--- config.mk ---
export PLATFORM = sky130hd
export DESIGN_NAME = load_writeback_unit_flat
export DESIGN_NICKNAME = d
export VERILOG_FILES = /design/src/rtl/load_writeback_unit_pkg.sv /design/src/rtl/load_writeback_unit_if.sv /design/src/rtl/load_align_ext.sv /design/src/rtl/load_writeback_unit.sv /design/src/flat_wrapper.sv
export SDC_FILE = /design/constraint.sdc
export NUM_CORES = 1
export LEC_CHECK = 0
export ABC_AREA = 1
export BUFFER_PORTS_ARGS = -buffer_cell sky130_fd_sc_hd__buf_2
export CORE_ASPECT_RATIO = 0.5
export CORE_MARGIN = 4
export CORE_UTILIZATION = 45
export DETAILED_ROUTE_END_ITERATION = 12
export GPL_ROUTABILITY_DRIVEN = 0
export PLACE_DENSITY_LB_ADDON = 0.08
export SYNTH_ARGS = -nofsm -noshare
export SYNTH_HDL_FRONTEND = slang
export SYNTH_HIERARCHICAL = 1
export SYNTH_SLANG_ARGS = --single-unit
--- constraint.sdc ---
create_clock -name i_clk -period 1.4 [get_ports i_clk]
set_input_delay 0.14 -clock i_clk [delete_from_list [all_inputs] [get_ports i_clk]]
set_output_delay 0.14 -clock i_clk [all_outputs]
set_load 0.02 [all_outputs]
--- src/rtl/load_writeback_unit_pkg.sv ---
// ============================================================================
// Module   : load_writeback_unit_pkg
// Brief    : Shared load encodings, FSM state type and dmem sizing.
// Revision : 1.0 - initial release
// ============================================================================
`default_nettype none

package load_writeback_unit_pkg;

    localparam int DMEM_ADDR_W = 13;

    localparam logic [2:0] F3_LB  = 3'b000;
    localparam logic [2:0] F3_LH  = 3'b001;
    localparam logic [2:0] F3_LW  = 3'b010;
    localparam logic [2:0] F3_LBU = 3'b100;
    localparam logic [2:0] F3_LHU = 3'b101;

    typedef enum logic [1:0] {
        IDLE = 2'd0,
        REQ  = 2'd1,
        WB   = 2'd2
    } ld_state_t;

    // True when the load must be rejected without touching memory.
    function automatic logic ld_bad(input logic [2:0] funct3, input logic [1:0] lane);
        logic bad;
        case (funct3)
            F3_LB, F3_LBU: bad = 1'b0;
            F3_LH, F3_LHU: bad = lane[0];
            F3_LW:         bad = (lane != 2'b00);
            default:       bad = 1'b1;
        endcase
        return bad;
    endfunction

endpackage

`default_nettype wire

--- src/rtl/load_writeback_unit_if.sv ---
// ============================================================================
// Module   : load_writeback_unit_if
// Brief    : Execute, dmem and regfile-write signals of the load unit.
// Revision : 1.0 - initial release
// ============================================================================
`default_nettype none

interface load_writeback_unit_if #(
    parameter int ADDR_W = 13
) ();
    logic              i_ld_valid;
    logic              o_ld_ready;
    logic [31:0]       i_ld_addr;
    logic [2:0]        i_ld_funct3;
    logic [4:0]        i_ld_rd;
    logic              o_stall;
    logic              o_mem_req;
    logic [ADDR_W-1:0] o_mem_addr;
    logic              i_mem_ack;
    logic [31:0]       i_mem_rdata;
    logic              o_rd_wren;
    logic [4:0]        o_rd_addr;
    logic [31:0]       o_rd_data;
    logic              o_ld_err;

    modport master (
        input  i_ld_valid, i_ld_addr, i_ld_funct3, i_ld_rd, i_mem_ack, i_mem_rdata,
        output o_ld_ready, o_stall, o_mem_req, o_mem_addr, o_rd_wren, o_rd_addr,
               o_rd_data, o_ld_err
    );

    modport slave (
        output i_ld_valid, i_ld_addr, i_ld_funct3, i_ld_rd, i_mem_ack, i_mem_rdata,
        input  o_ld_ready, o_stall, o_mem_req, o_mem_addr, o_rd_wren, o_rd_addr,
               o_rd_data, o_ld_err
    );
endinterface

`default_nettype wire

--- src/rtl/load_align_ext.sv ---
// ============================================================================
// Module   : load_align_ext
// Brief    : Lane select and sign/zero extension of a little-endian load word.
// Revision : 1.0 - initial release
// ============================================================================
`default_nettype none

module load_align_ext
    import load_writeback_unit_pkg::*;
(
    input  wire logic [31:0] i_word,
    input  wire logic [1:0]  i_lane,
    input  wire logic [2:0]  i_funct3,
    output logic      [31:0] o_data
);

    logic [7:0]  w_byte;
    logic [15:0] w_half;

    always_comb begin
        case (i_lane)
            2'd0:    w_byte = i_word[7:0];
            2'd1:    w_byte = i_word[15:8];
            2'd2:    w_byte = i_word[23:16];
            default: w_byte = i_word[31:24];
        endcase
        w_half = i_lane[1] ? i_word[31:16] : i_word[15:0];

        case (i_funct3)
            F3_LB:   o_data = {{24{w_byte[7]}}, w_byte};
            F3_LH:   o_data = {{16{w_half[15]}}, w_half};
            F3_LBU:  o_data = {24'd0, w_byte};
            F3_LHU:  o_data = {16'd0, w_half};
            default: o_data = i_word;
        endcase
    end

endmodule

`default_nettype wire

--- src/rtl/load_writeback_unit.sv ---
// ============================================================================
// Module   : load_writeback_unit
// Brief    : Accepts a load, reads dmem via req/ack, writes the aligned result
//            to the regfile; flags misaligned/illegal loads and bus timeouts.
// Revision : 1.0 - initial release
// ============================================================================
`default_nettype none

module load_writeback_unit
    import load_writeback_unit_pkg::*;
#(
    parameter int TIMEOUT_CYC = 16,
    parameter int ADDR_W      = DMEM_ADDR_W
) (
    input  wire logic        i_clk,
    input  wire logic        i_rst_n,
    load_writeback_unit_if.master bus
);

    localparam int CNT_W = (TIMEOUT_CYC > 1) ? $clog2(TIMEOUT_CYC) : 1;
    localparam logic [CNT_W-1:0] C_CNT_LAST = CNT_W'(TIMEOUT_CYC - 1);

    ld_state_t         state_q, state_d;
    logic [CNT_W-1:0]  cnt_q, cnt_d;
    logic              mem_req_q, mem_req_d;
    logic [ADDR_W-1:0] mem_addr_q, mem_addr_d;
    logic [1:0]        lane_q, lane_d;
    logic [2:0]        funct3_q, funct3_d;
    logic [4:0]        rd_q, rd_d;
    logic              rd_wren_q, rd_wren_d;
    logic [4:0]        rd_addr_q, rd_addr_d;
    logic [31:0]       rd_data_q, rd_data_d;
    logic              ld_err_q, ld_err_d;

    logic [31:0]       w_ext;
    logic              w_unused_addr_hi;

    assign w_unused_addr_hi = ^bus.i_ld_addr[31:ADDR_W];

    load_align_ext u_align (
        .i_word   (bus.i_mem_rdata),
        .i_lane   (lane_q),
        .i_funct3 (funct3_q),
        .o_data   (w_ext)
    );

    always_comb begin
        state_d    = state_q;
        cnt_d      = cnt_q;
        mem_req_d  = mem_req_q;
        mem_addr_d = mem_addr_q;
        lane_d     = lane_q;
        funct3_d   = funct3_q;
        rd_d       = rd_q;
        rd_wren_d  = 1'b0;
        rd_addr_d  = rd_addr_q;
        rd_data_d  = rd_data_q;
        ld_err_d   = 1'b0;

        case (state_q)
            IDLE: begin
                if (bus.i_ld_valid) begin
                    if (ld_bad(bus.i_ld_funct3, bus.i_ld_addr[1:0])) begin
                        ld_err_d = 1'b1;
                    end else begin
                        state_d    = REQ;
                        cnt_d      = '0;
                        mem_req_d  = 1'b1;
                        mem_addr_d = {bus.i_ld_addr[ADDR_W-1:2], 2'b00};
                        lane_d     = bus.i_ld_addr[1:0];
                        funct3_d   = bus.i_ld_funct3;
                        rd_d       = bus.i_ld_rd;
                    end
                end
            end
            REQ: begin
                if (bus.i_mem_ack) begin
                    state_d   = WB;
                    mem_req_d = 1'b0;
                    // x0 is never written, and the visible rd bus keeps its last value.
                    if (rd_q != 5'd0) begin
                        rd_wren_d = 1'b1;
                        rd_addr_d = rd_q;
                        rd_data_d = w_ext;
                    end
                end else if (cnt_q == C_CNT_LAST) begin
                    state_d   = IDLE;
                    mem_req_d = 1'b0;
                    ld_err_d  = 1'b1;
                end else begin
                    cnt_d = cnt_q + CNT_W'(1);
                end
            end
            WB: begin
                state_d = IDLE;
            end
            default: begin
                state_d   = IDLE;
                mem_req_d = 1'b0;
            end
        endcase
    end

    always_ff @(posedge i_clk or negedge i_rst_n) begin
        if (!i_rst_n) begin
            state_q    <= IDLE;
            cnt_q      <= '0;
            mem_req_q  <= 1'b0;
            mem_addr_q <= '0;
            lane_q     <= 2'b00;
            funct3_q   <= 3'b000;
            rd_q       <= 5'd0;
            rd_wren_q  <= 1'b0;
            rd_addr_q  <= 5'd0;
            rd_data_q  <= 32'd0;
            ld_err_q   <= 1'b0;
        end else begin
            state_q    <= state_d;
            cnt_q      <= cnt_d;
            mem_req_q  <= mem_req_d;
            mem_addr_q <= mem_addr_d;
            lane_q     <= lane_d;
            funct3_q   <= funct3_d;
            rd_q       <= rd_d;
            rd_wren_q  <= rd_wren_d;
            rd_addr_q  <= rd_addr_d;
            rd_data_q  <= rd_data_d;
            ld_err_q   <= ld_err_d;
        end
    end

    assign bus.o_ld_ready = (state_q == IDLE);
    assign bus.o_stall    = (state_q != IDLE);
    assign bus.o_mem_req  = mem_req_q;
    assign bus.o_mem_addr = mem_addr_q;
    assign bus.o_rd_wren  = rd_wren_q;
    assign bus.o_rd_addr  = rd_addr_q;
    assign bus.o_rd_data  = rd_data_q;
    assign bus.o_ld_err   = ld_err_q;

endmodule

`default_nettype wire

--- src/flat_wrapper.sv ---
// flat-port wrapper written by rule: the top's interface ports become plain ports
module load_writeback_unit_flat import load_writeback_unit_pkg::*;
#(
    parameter int TIMEOUT_CYC = 16,
    parameter int ADDR_W      = DMEM_ADDR_W
)
  (i_clk, i_rst_n, bus_i_ld_valid, bus_i_ld_addr, bus_i_ld_funct3, bus_i_ld_rd, bus_i_mem_ack, bus_i_mem_rdata, bus_o_ld_ready, bus_o_stall, bus_o_mem_req, bus_o_mem_addr, bus_o_rd_wren, bus_o_rd_addr, bus_o_rd_data, bus_o_ld_err);
  load_writeback_unit_if #(.ADDR_W(ADDR_W)) bus_i ();
  input  wire logic i_clk;
  input  wire logic i_rst_n;
  input wire logic [$bits(bus_i.i_ld_valid)-1:0] bus_i_ld_valid;
  input wire logic [$bits(bus_i.i_ld_addr)-1:0] bus_i_ld_addr;
  input wire logic [$bits(bus_i.i_ld_funct3)-1:0] bus_i_ld_funct3;
  input wire logic [$bits(bus_i.i_ld_rd)-1:0] bus_i_ld_rd;
  input wire logic [$bits(bus_i.i_mem_ack)-1:0] bus_i_mem_ack;
  input wire logic [$bits(bus_i.i_mem_rdata)-1:0] bus_i_mem_rdata;
  output wire logic [$bits(bus_i.o_ld_ready)-1:0] bus_o_ld_ready;
  output wire logic [$bits(bus_i.o_stall)-1:0] bus_o_stall;
  output wire logic [$bits(bus_i.o_mem_req)-1:0] bus_o_mem_req;
  output wire logic [$bits(bus_i.o_mem_addr)-1:0] bus_o_mem_addr;
  output wire logic [$bits(bus_i.o_rd_wren)-1:0] bus_o_rd_wren;
  output wire logic [$bits(bus_i.o_rd_addr)-1:0] bus_o_rd_addr;
  output wire logic [$bits(bus_i.o_rd_data)-1:0] bus_o_rd_data;
  output wire logic [$bits(bus_i.o_ld_err)-1:0] bus_o_ld_err;
  assign bus_i.i_ld_valid = bus_i_ld_valid;
  assign bus_i.i_ld_addr = bus_i_ld_addr;
  assign bus_i.i_ld_funct3 = bus_i_ld_funct3;
  assign bus_i.i_ld_rd = bus_i_ld_rd;
  assign bus_i.i_mem_ack = bus_i_mem_ack;
  assign bus_i.i_mem_rdata = bus_i_mem_rdata;
  assign bus_o_ld_ready = bus_i.o_ld_ready;
  assign bus_o_stall = bus_i.o_stall;
  assign bus_o_mem_req = bus_i.o_mem_req;
  assign bus_o_mem_addr = bus_i.o_mem_addr;
  assign bus_o_rd_wren = bus_i.o_rd_wren;
  assign bus_o_rd_addr = bus_i.o_rd_addr;
  assign bus_o_rd_data = bus_i.o_rd_data;
  assign bus_o_ld_err = bus_i.o_ld_err;
  load_writeback_unit #(.TIMEOUT_CYC(TIMEOUT_CYC), .ADDR_W(ADDR_W)) u_core (.i_clk(i_clk), .i_rst_n(i_rst_n), .bus(bus_i));
endmodule
==> results.toml <==
[detailed_routing]
first_iter_violations = 273
drc_errors = 0
firstDrtPassIters = 4
final_antenna_net_count = 0
wl_per_cell_um = 14.0
drt-total-wl_um = 9940
viasPerCell = 4.86
num_vias = 3440

[power_and_ir_drop]
power_mw = 9.45
p_per_area_mw_per_mm2 = 1970
leakagePower_nw = 2.72
ir_worst_vdd_v = 0.000879

[floorplan]
fp.dieH_um = 71.3
die_x_um = 135
die_area_mm2 = 0.00959
core_mm2 = 0.00754
initial_utilization_pct = 47.8
row_count = 22
ios = 131

[job]
drv_cap = 0

[final_layout]
nets = 672
seqCellArea_mm2 = 0.00168
area_growth_pct = 32.9
multi_input_area_mm2 = 0.00168
drive_above_1_share_pct = 33.7
fillCellCount = 724
antenna_cells = 0

[setup_path]
slowest_delay_ps = 460
critPathBufInv = 1
crit_chain = "nor3_4, nand3_4, clkbuf_16, a21oi_2, nand2_1, nand2_1"
cp_top_family = "simple AND/OR/NAND/NOR gates"
critPathLaunch = "u_core/funct3_q[1]"
required_ps = 1670
crit_path_end_kind = "flip-flop"
worstPathMaxFanout = 5
cpMostUsedCell = "nand2_1"
critPathLaunchType = "flip-flop"
path_class = "reg2reg"
cp.arrival_ps = 1660
r2r-start = "u_core/funct3_q[1]"
cp_slowest_cell = "dfrtp_2"

[clock_network]
clk_pin_slew_worst_paths_ps = 50
clock-root-buffer = "clkbuf_16"
cts_sinks = 67
cts_made_buffers = 9
cts_max_level = 3
cts_tree = "built"
clock_latency_ps = 330
clk_path_buf_depth = 2

[logic_synthesis]
synth_top_area_share_pct = 46.5
synth_seq_cells = 67
synthTopCellsByArea = "dfrtp_1, nand2_1, nand3_1"
synth_seq_area_share_pct = 46.5
syn_area_mm2 = 0.00360
yosysUniqueCellTypes = 29
post-synth-top-area-cell = "dfrtp_1"
avgSynthCellArea_um2 = 7.65
synthCells = 471
ys_warn_count = 6

[worst_hold_path]
hp-class = "in2reg"
hp-start = "bus_i_mem_ack"

[sta]
whs_ps = 10.1
skew_ps = 3.40
period_share_pct = 98.9
finalHoldViolCount = 0
period_needed_ps = 1380
fmax_ghz = 0.722
finalMaxSlewViolations = 0
rsz0062_at_grt = "true"
fin_setup_tns_ps = 0
finalSetupViolCount = 0

[placement]
io_buffers = 109
dp_hpwl_um = 7020

[grt]
grt_pass1_wl_um = 15700
antenna_found_initial = 0
grt_start_max_net_pins = 36
grt_pass1_vias = 3177
gr-usage-all-layers_pct = 20.7
grt_overflow = 0

[run_status]
status = "finished clean"
[cells by family after synthesis]
group,share of synthesized area [%]
AND/OR/NAND/NOR,37.4
flip-flops,46.5
buffers and inverters,9.00
AO/OA/AOI/OAI,6.39
XOR/XNOR,0.243
adder cells (fa/ha/maj),0.347
other,0.104
[cells in the mapped netlist]
cell type,instances
a21oi_2,3
nor2_4,2
conb_1,1
o21ai_1,4
xnor2_1,1
ha_1,1
o31ai_1,1
nor3_4,1
nand2_1,222
buf_2,6
nand3_2,11
inv_2,6
nand3b_4,1
nand3_1,38
buf_6,11
clkbuf_1,4
a21oi_1,32
nor2_2,3
a31oi_1,1
dfrtp_1,67
clkinv_4,1
nand4_1,5
buf_4,6
nand3_4,1
nand2_4,1
nor2_1,15
inv_1,21
nand2_2,3
o21ai_0,2
[routing by layer]
| layer | wire length, µm | vias to the layer above | part of all wire, % | global-route usage, % |
|---|---|---|---|---|
| li1 | - | 1734 | - | - |
| met1 | 4570 | 1564 | 46 | 28.2 |
| met2 | 4470 | 128 | 45 | 32.0 |
| met3 | 799 | 14 | 8.0 | 7.01 |
| met4 | 105 | 0 | 1.1 | 5.53 |
| met5 | 0 | - | 0 | 0 |
[final cells by class]
| class | count | area share [%] |
|---|---|---|
| Timing Repair Buffer | 138 | 18.3 |
| Tap cell | 108 | 2.82 |
| Clock buffer | 13 | 5.85 |
| Multi-Input combinational cell | 351 | 35.1 |
| Inverter | 28 | 2.40 |
| Clock inverter | 3 | 0.418 |
| Sequential cell | 67 | 35.1 |
[cell usage in the layout (no fill, tap or decap), types with 2 or more instances in the layout]
| cell type | netlist | final |
|---|---|---|
| clkbuf_8 | 0 | 4 |
| clkbuf_16 | 0 | 10 |
| clkinvlp_4 | 0 | 2 |
| nand2_1 | 222 | 219 |
| nor2_4 | 2 | 3 |
| buf_2 | 6 | 109 |
| o21ai_1 | 4 | 4 |
| nand3_2 | 11 | 12 |
| dfrtp_1 | 67 | 62 |
| nand4_1 | 5 | 5 |
| nand2_2 | 3 | 6 |
| dfrtp_2 | 0 | 5 |
| a21oi_1 | 32 | 27 |
| inv_2 | 6 | 5 |
| nand3_1 | 38 | 36 |
| nor2_2 | 3 | 2 |
| inv_1 | 21 | 21 |
| buf_12 | 0 | 7 |
| a21oi_2 | 3 | 8 |
| conb_1 | 1 | 2 |
| buf_4 | 6 | 19 |
| o21ai_0 | 2 | 2 |
| nor2_1 | 15 | 15 |
| nand3_4 | 1 | 3 |
[state kept, by name, summed over array words and instances, names as in the netlist]
signal / flops
u_core/bus.o_ld_err: 1
u_core/bus.o_mem_addr: 11
u_core/bus.o_mem_req: 1
u_core/bus.o_rd_addr: 5
u_core/bus.o_rd_data: 32
u_core/bus.o_rd_wren: 1
u_core/cnt_q: 4
u_core/funct3_q: 3
u_core/lane_q: 2
u_core/rd_q: 5
u_core/state_q: 2
[worst register-to-register path: cells and delay by family, from the launching register on]
kind | cells | cell delay, ps
AND/OR/NAND/NOR | 4 | 540
AO/OA/AOI/OAI | 1 | 110
flip-flops | 1 | 460
buffers and inverters | 1 | 210
[where the power goes]
group	total, mW	switching, mW	internal, mW
Combinational	4.13	2.57	1.56
Sequential	3.11	0.459	2.65
Clock	2.21	0.820	1.39
[through the flow]
stage / area, µm² / setup WS, ps / cells / util [%]
floorplan: 3610 / 70.7 / 472 / -
global placement: 4330 / 47.2 / 684 / 57.4
detailed placement: 4330 / 31.6 / 684 / 57.4
CTS: 4640 / 8.25 / 701 / 61.5
global route: 4790 / -64.2 / 708 / 63.5
finish: 4790 / 15.8 / 708 / 63.5
[final timing paths]
check / to / slack [ps] / cells past startpoint
min in group asynchronous: u_core/cnt_q[2] / 300 / 2
worst min register to register: u_core/bus.o_mem_addr[2] / 470 / 2
max in group asynchronous: u_core/funct3_q[1] / 570 / 3
worst max register to register: u_core/bus.o_rd_data[11] / 20 / 6
worst max-delay path: u_core/bus.o_rd_data[11] / 20 / 6
worst min-delay path: u_core/bus.o_ld_err / 10 / 2
[repair_timing]
| action | CTS | global route |
|---|---|---|
| hold buffers | 1 | 0 |
| gates resized for setup | 0 | 21 |
| setup buffers | 0 | 4 |
| endpoints found under the setup margin | 0 | 47 |
| hold endpoints to repair | 17 | 0 |
Note: power is estimated with default switching activity, not from simulation.
